<file path="config.mk">
export PLATFORM = sky130hd
export DESIGN_NAME = bsg_manycore_loader_arbiter
export DESIGN_NICKNAME = d
export VERILOG_FILES = /design/src/rtl/bsg_manycore_loader_arbiter.sv
export SDC_FILE = /design/constraint.sdc
export NUM_CORES = 1
export LEC_CHECK = 0
export ABC_AREA = 1
export BUFFER_PORTS_ARGS = -buffer_cell sky130_fd_sc_hd__buf_2
export CAP_MARGIN = 20
export CELL_PAD_IN_SITES_DETAIL_PLACEMENT = 1
export CELL_PAD_IN_SITES_GLOBAL_PLACEMENT = 2
export CORE_AREA = 2 2 314 316
export DETAILED_ROUTE_END_ITERATION = 16
export DIE_AREA = 0 0 316 318
export PLACE_DENSITY_LB_ADDON = 0.1
export SETUP_SLACK_MARGIN = 0.1
export SKIP_CTS_REPAIR_TIMING = 1
export SYNTH_ARGS = -nofsm -noshare
export SYNTH_HDL_FRONTEND = slang
export SYNTH_SLANG_ARGS = --single-unit
</file>
<file path="constraint.sdc">
create_clock -name clk_i -period 4.1 [get_ports clk_i]
set_clock_uncertainty 0.1 [all_clocks]
set_input_delay 0.82 -clock clk_i [delete_from_list [all_inputs] [get_ports clk_i]]
set_output_delay 0.82 -clock clk_i [all_outputs]
set_load 0.01 [all_outputs]
</file>
<file path="src/rtl/bsg_manycore_loader_arbiter.sv">
// Round-robin arbiter sharing the host loader link among several requesters,
// with a one-entry output stage, outstanding-request credits and a drain FSM.
module bsg_manycore_loader_arbiter #(
   parameter int num_req_p         = 4,
   parameter int packet_width_p    = 128,
   parameter int rsp_width_p       = 64,
   parameter int max_out_credits_p = 16,
   parameter int id_width_lp       = (num_req_p > 1) ? $clog2(num_req_p) : 1,
   parameter int credit_width_lp   = $clog2(max_out_credits_p + 1)
) (
   input  logic                                  clk_i,
   input  logic                                  reset_n_i,

   input  logic [num_req_p-1:0]                  req_v_i,
   input  logic [num_req_p*packet_width_p-1:0]   req_packet_i,
   output logic [num_req_p-1:0]                  req_ready_o,

   output logic                                  out_v_o,
   output logic [packet_width_p-1:0]             out_packet_o,
   output logic [id_width_lp-1:0]                out_id_o,
   input  logic                                  out_ready_i,

   input  logic                                  rsp_v_i,
   input  logic [rsp_width_p-1:0]                rsp_data_i,
   input  logic [id_width_lp-1:0]                rsp_id_i,
   output logic                                  rsp_yumi_o,

   output logic [num_req_p-1:0]                  rsp_v_o,
   output logic [rsp_width_p-1:0]                rsp_data_o,
   input  logic [num_req_p-1:0]                  rsp_ready_i,

   input  logic                                  drain_i,
   output logic                                  drained_o,
   output logic [credit_width_lp-1:0]            credits_o,
   output logic [1:0]                            state_o
);

   // Handshakes: a transfer happens on a cycle where valid & ready are both
   // high; valid never waits on ready, and a valid payload stays stable until
   // it transfers. rsp_yumi_o is the consume strobe for the endpoint response.

   typedef enum logic [1:0] {
      ST_RUN     = 2'd0,
      ST_DRAIN   = 2'd1,
      ST_DRAINED = 2'd2
   } state_e;

   localparam logic [credit_width_lp-1:0] credits_max_lp = credit_width_lp'(max_out_credits_p);
   localparam logic [credit_width_lp-1:0] credit_one_lp  = credit_width_lp'(1);
   localparam logic [id_width_lp-1:0]     last_init_lp   = id_width_lp'(num_req_p - 1);

   state_e                       state_r, state_n;
   logic                         stage_v_r, stage_v_n;
   logic [packet_width_p-1:0]    stage_packet_r;
   logic [id_width_lp-1:0]       stage_id_r;
   logic [credit_width_lp-1:0]   credits_r, credits_n;
   logic [id_width_lp-1:0]       last_r;

   logic                         can_grant;
   logic                         grant_found;
   logic                         grant;
   logic [id_width_lp-1:0]       grant_idx;
   logic [id_width_lp-1:0]       cand;
   logic [packet_width_p-1:0]    grant_packet;
   logic                         id_ok;
   logic                         rsp_ready_sel;

   // ---------------------------------------------------------------
   // Grant selection
   // ---------------------------------------------------------------
   assign can_grant = reset_n_i
                    & (state_r == ST_RUN)
                    & (credits_r != '0)
                    & (~stage_v_r | out_ready_i);

   // Search starts just after the last winner, so every valid requester is
   // served within num_req_p grants.
   always_comb begin
      grant_found = 1'b0;
      grant_idx   = last_r;
      cand        = '0;
      for (int k = 1; k <= num_req_p; k++) begin
         cand = id_width_lp'((int'(last_r) + k) % num_req_p);
         if (!grant_found && req_v_i[cand]) begin
            grant_found = 1'b1;
            grant_idx   = cand;
         end
      end
   end

   assign grant = can_grant & grant_found;

   always_comb begin
      req_ready_o = '0;
      if (grant) begin
         req_ready_o[grant_idx] = 1'b1;
      end
   end

   always_comb begin
      grant_packet = '0;
      for (int i = 0; i < num_req_p; i++) begin
         if (grant_idx == id_width_lp'(i)) begin
            grant_packet = req_packet_i[i*packet_width_p +: packet_width_p];
         end
      end
   end

   // ---------------------------------------------------------------
   // Response steering
   // ---------------------------------------------------------------
   assign id_ok = (int'(rsp_id_i) < num_req_p);

   always_comb begin
      rsp_v_o       = '0;
      rsp_ready_sel = 1'b0;
      for (int i = 0; i < num_req_p; i++) begin
         if (int'(rsp_id_i) == i) begin
            rsp_v_o[i]    = rsp_v_i;
            rsp_ready_sel = rsp_ready_i[i];
         end
      end
   end

   // A response carrying an out-of-range id is swallowed so the link cannot jam.
   assign rsp_yumi_o = rsp_v_i & (id_ok ? rsp_ready_sel : 1'b1);
   assign rsp_data_o = rsp_data_i;

   // ---------------------------------------------------------------
   // Credits and output stage next values
   // ---------------------------------------------------------------
   always_comb begin
      credits_n = credits_r;
      case ({grant, rsp_yumi_o})
         2'b10: credits_n = credits_r - credit_one_lp;
         2'b01: if (credits_r != credits_max_lp) credits_n = credits_r + credit_one_lp;
         default: credits_n = credits_r;
      endcase
   end

   always_comb begin
      stage_v_n = stage_v_r;
      if (grant) begin
         stage_v_n = 1'b1;
      end else if (out_ready_i) begin
         stage_v_n = 1'b0;
      end
   end

   // ---------------------------------------------------------------
   // Drain FSM
   // ---------------------------------------------------------------
   // DRAINED is judged on next-cycle values so it shows up the cycle right
   // after the final yumi or dequeue.
   always_comb begin
      state_n = state_r;
      case (state_r)
         ST_RUN: begin
            if (drain_i) state_n = ST_DRAIN;
         end
         ST_DRAIN: begin
            if (!drain_i) begin
               state_n = ST_RUN;
            end else if (!stage_v_n && (credits_n == credits_max_lp)) begin
               state_n = ST_DRAINED;
            end
         end
         ST_DRAINED: begin
            if (!drain_i) state_n = ST_RUN;
         end
         default: state_n = ST_RUN;
      endcase
   end

   always_ff @(posedge clk_i or negedge reset_n_i) begin
      if (!reset_n_i) begin
         state_r        <= ST_RUN;
         stage_v_r      <= 1'b0;
         stage_packet_r <= '0;
         stage_id_r     <= '0;
         credits_r      <= credits_max_lp;
         last_r         <= last_init_lp;
      end else begin
         state_r   <= state_n;
         stage_v_r <= stage_v_n;
         credits_r <= credits_n;
         if (grant) begin
            stage_packet_r <= grant_packet;
            stage_id_r     <= grant_idx;
            last_r         <= grant_idx;
         end
      end
   end

   assign out_v_o      = stage_v_r;
   assign out_packet_o = stage_packet_r;
   assign out_id_o     = stage_id_r;
   assign credits_o    = credits_r;
   assign drained_o    = (state_r == ST_DRAINED);
   assign state_o      = state_r;

   // ---------------------------------------------------------------
   // Protocol checks
   // ---------------------------------------------------------------
   a_rsp_id_range: assert property (@(posedge clk_i) disable iff (!reset_n_i)
      !(rsp_v_i && !id_ok));

   a_credit_overflow: assert property (@(posedge clk_i) disable iff (!reset_n_i)
      !(rsp_yumi_o && (credits_r == credits_max_lp)));

endmodule
</file>
==> metrics.log <==
INFO  metric post-synth-top-area-fraction = 31.8%
INFO  metric post-route-util = approximately 16%
INFO  metric dp_hpwl = roughly 56000 um
INFO  metric globalplace.congestion = between 0.7 and 0.8
INFO  metric yosysWarningCount = 0
INFO  metric post_drt_via_cell_ratio = roughly 3.7
INFO  metric dr_total_vias = 13.5k
INFO  metric post_synth_xor_area_fraction = less than 1%
INFO  metric critical_path_arrival = 2.76 ns
INFO  metric synth_compound_gate_area_share = 10.6%
INFO  metric hold_class = reg -> reg
INFO  metric drt_antenna_net_count = 0
INFO  metric rsz0062_at_grt = no
INFO  metric grtUsageTotal = between 10% and 20%
INFO  metric totalNegativeSetupSlack = 0 ns
INFO  metric count_of_unresolved_drc_violations_after_routing = 0
INFO  metric layout.cells.most_common = buf_2
INFO  metric layout-drive-gt1-share = roughly a third
INFO  metric worst_slew_margin_rel = 33.9%
INFO  metric io_pins = 803
INFO  metric fin_crit_sh = 89.8%
INFO  metric power_per_cell_area = between 1000 and 1500 mW/mm^2
INFO  metric grt_pass1_vias = approximately 15k
INFO  metric floorplan.die_area = between 0.1 and 0.15 mm^2
INFO  metric clkSlewWorstSetupHoldPaths = ~0.070 ns
INFO  metric synthTopCellsByArea = dfrtp_1, nand2_1, o21ai_0
INFO  metric max_cap_viol = 0
INFO  metric tritoncts = built
INFO  metric port_buffers = between 600 and 700
INFO  metric syn-num-nets = around 2.4k
INFO  metric syn_inst = roughly 1.8k
INFO  metric numClockSinks = 140
INFO  metric report.final.hold_viol_count = 0
INFO  metric fp-row-count = about 120
INFO  metric grt_max_degree = 140
INFO  metric ir_worst_vdd = between 0.8 and 0.9 mV
INFO  metric final-setup-viol-count = 0
INFO  metric timing_max_transition_violations_final = 0
INFO  metric layout-area-overhead-vs-synth = 46.4%
INFO  metric layout.cells.most_common_list = buf_2, nand2_1, inv_1
INFO  metric chipWidth = 316 um
INFO  metric post-route-min-period = approximately 3.7 ns
INFO  metric initial_core_util = 11.1%
INFO  metric grt_pass1_wl = slightly above 100000 um
INFO  metric htree_num_levels = 4
INFO  metric path_class = reg -> out
INFO  metric synth_adder_area_share = less than 1%
INFO  metric outcome = finished, final reports clean
INFO  metric worstSetupEndpointType = primary output
INFO  metric iteration_count_of_the_initial_detailed_routing_pass = 4
INFO  metric timing.critical_path.required = ~3.2 ns
INFO  metric syn-mean-instance-area = a little over 6 um^2
INFO  metric netlist_area = between 0.01 and 0.015 mm^2
INFO  metric synth-seq-area-share = roughly 33%
INFO  metric number_of_antenna_violations_at_the_first_check_in_global_routing = between 40 and 50
INFO  metric clock_insertion_delay_worst_skew = 0.50 ns
INFO  metric worstPathMaxFanout = 50
INFO  metric synth_top_family_by_area = simple AND/OR/NAND/NOR gates
INFO  metric clock_tree.buffer_depth = 2
INFO  metric numCtsBuffers = 17
INFO  metric power.leakage = roughly 0.0086 uW
INFO  metric fmax = roughly 270 MHz
INFO  metric die_h = between 300 and 400 um
INFO  metric netlist.top_cell.by_area = dfrtp_1
INFO  metric routed_wire_length_per_instance = a little under 20 um
INFO  metric drt_wl_total = around 70000 um
INFO  metric yosys.area_share.simple = 39.6%
INFO  metric synth.mux.area_fraction = 0%
INFO  metric critical_path.startpoint_type = flop
INFO  metric ys_ff_latch = 140
INFO  metric nNetsFinal = 2915
INFO  metric global_route.overflow_total = 0
INFO  metric synth.distinct_cells = 35
INFO  metric design.core.area = slightly below 0.1 mm^2
INFO  metric detailedRoute.firstIterationViolations = 553
INFO  metric cts.root.buffer_cell = clkbuf_16
INFO  metric worst_slew_pin_tran = roughly 1 ns
layer usage:
| metal | track usage, % | routed length (um) |
|---|---|---|
| met1 | 15.4 | 28100 |
| met3 | 5.79 | 6100 |
| met5 | 0 | 264 |
| met4 | 3.92 | 1610 |
| met2 | 25.0 | 36000 |
metrics by stage:
| step | instance area (um^2) | hold WS [ns] | power [uW] | cells | setup slack (ns) |
|---|---|---|---|---|---|
| global placement | 15100 | 0.361 | 16100 | 3586 | 0.518 |
| global route | 15700 | 0.396 | 19300 | 3623 | 0.128 |
| floorplan | 10800 | 0.415 | 10500 | 1768 | 0.818 |
| finish | 15800 | 0.376 | 17100 | 3632 | 0.417 |
| CTS | 15700 | -0.0560 | 18000 | 3618 | 0.225 |
| detailed placement | 15100 | 0.361 | 16100 | 3586 | 0.514 |
registers in the layout (all words and copies together), names as in the netlist:
register,flops
credits_o,5
state_o,2
out_packet_o,128
last_r,2
out_v_o,1
out_id_o,2
synthesized netlist by cell type (all sizes together):
| master | n |
|---|---|
| a21boi | 1 |
| a21oi | 55 |
| a311oi | 1 |
| a31oi | 1 |
| buf | 128 |
| clkbuf | 49 |
| dfrtp | 137 |
| dfstp | 3 |
| ha | 5 |
| inv | 201 |
| nand2 | 652 |
| nand3 | 132 |
| nand3b | 12 |
| nand4 | 47 |
| nor2 | 155 |
| nor3 | 4 |
| o2111ai | 1 |
| o211ai | 2 |
| o21ai | 162 |
| o22ai | 2 |
| or2 | 16 |
| xor2 | 2 |
path summary, 6_finish.rpt:
check                               endpoint  slack [ns]  cells after the start              from
setup / recovery              req_ready_o[2]        0.42                     11         last_r[0]
hold / removal              out_packet_o[21]        0.38                      2  out_packet_o[21]
setup reg to reg           out_packet_o[112]        0.84                     15         last_r[0]
hold reg to reg             out_packet_o[21]        0.38                      2  out_packet_o[21]
max in group asynchronous  out_packet_o[121]        1.66                      4         reset_n_i
min in group asynchronous   out_packet_o[27]        0.57                      2         reset_n_i
final cells by class:
| type | instances | area, um^2 |
|---|---|---|
| clock inverters | 11 | 116 |
| multi-input cells | 1250 | 5510 |
| clock buffers | 21 | 470 |
| inverters | 201 | 767 |
| flip-flops and latches | 140 | 3510 |
| repair buffers | 709 | 3750 |
| fillers | 12097 | 81600 |
| well taps | 1287 | 1610 |
| diodes | 13 | 32.5 |
power by group:
part	switching, uW	internal, uW	total [uW]
sequential	411	2120	2530
clock	768	940	1710
combinational	9030	3860	12900
worst max-delay path, stage by stage (launching register included):
cell	delay, ns
dfstp_2	0.66
inv_4	0.10
nand2_1	0.07
nand2_1	0.10
nand2_2	0.12
nand2_2	0.09
nor2_4	0.12
nand3_2	0.15
nand2_8	0.38
nand2_1	0.18
nor2_1	0.11
buf_2	0.16
cells by family (layout without fill, tap and decap cells):
logic type / count (synthesis) / after routing
other cells: 0 / 13
compound gates: 225 / 225
xor+xnor: 2 / 2
flops: 140 / 140
simple gates: 1018 / 1018
fa+ha+maj: 5 / 5
buf+inv: 378 / 942
(Power assumes the default switching activity.)
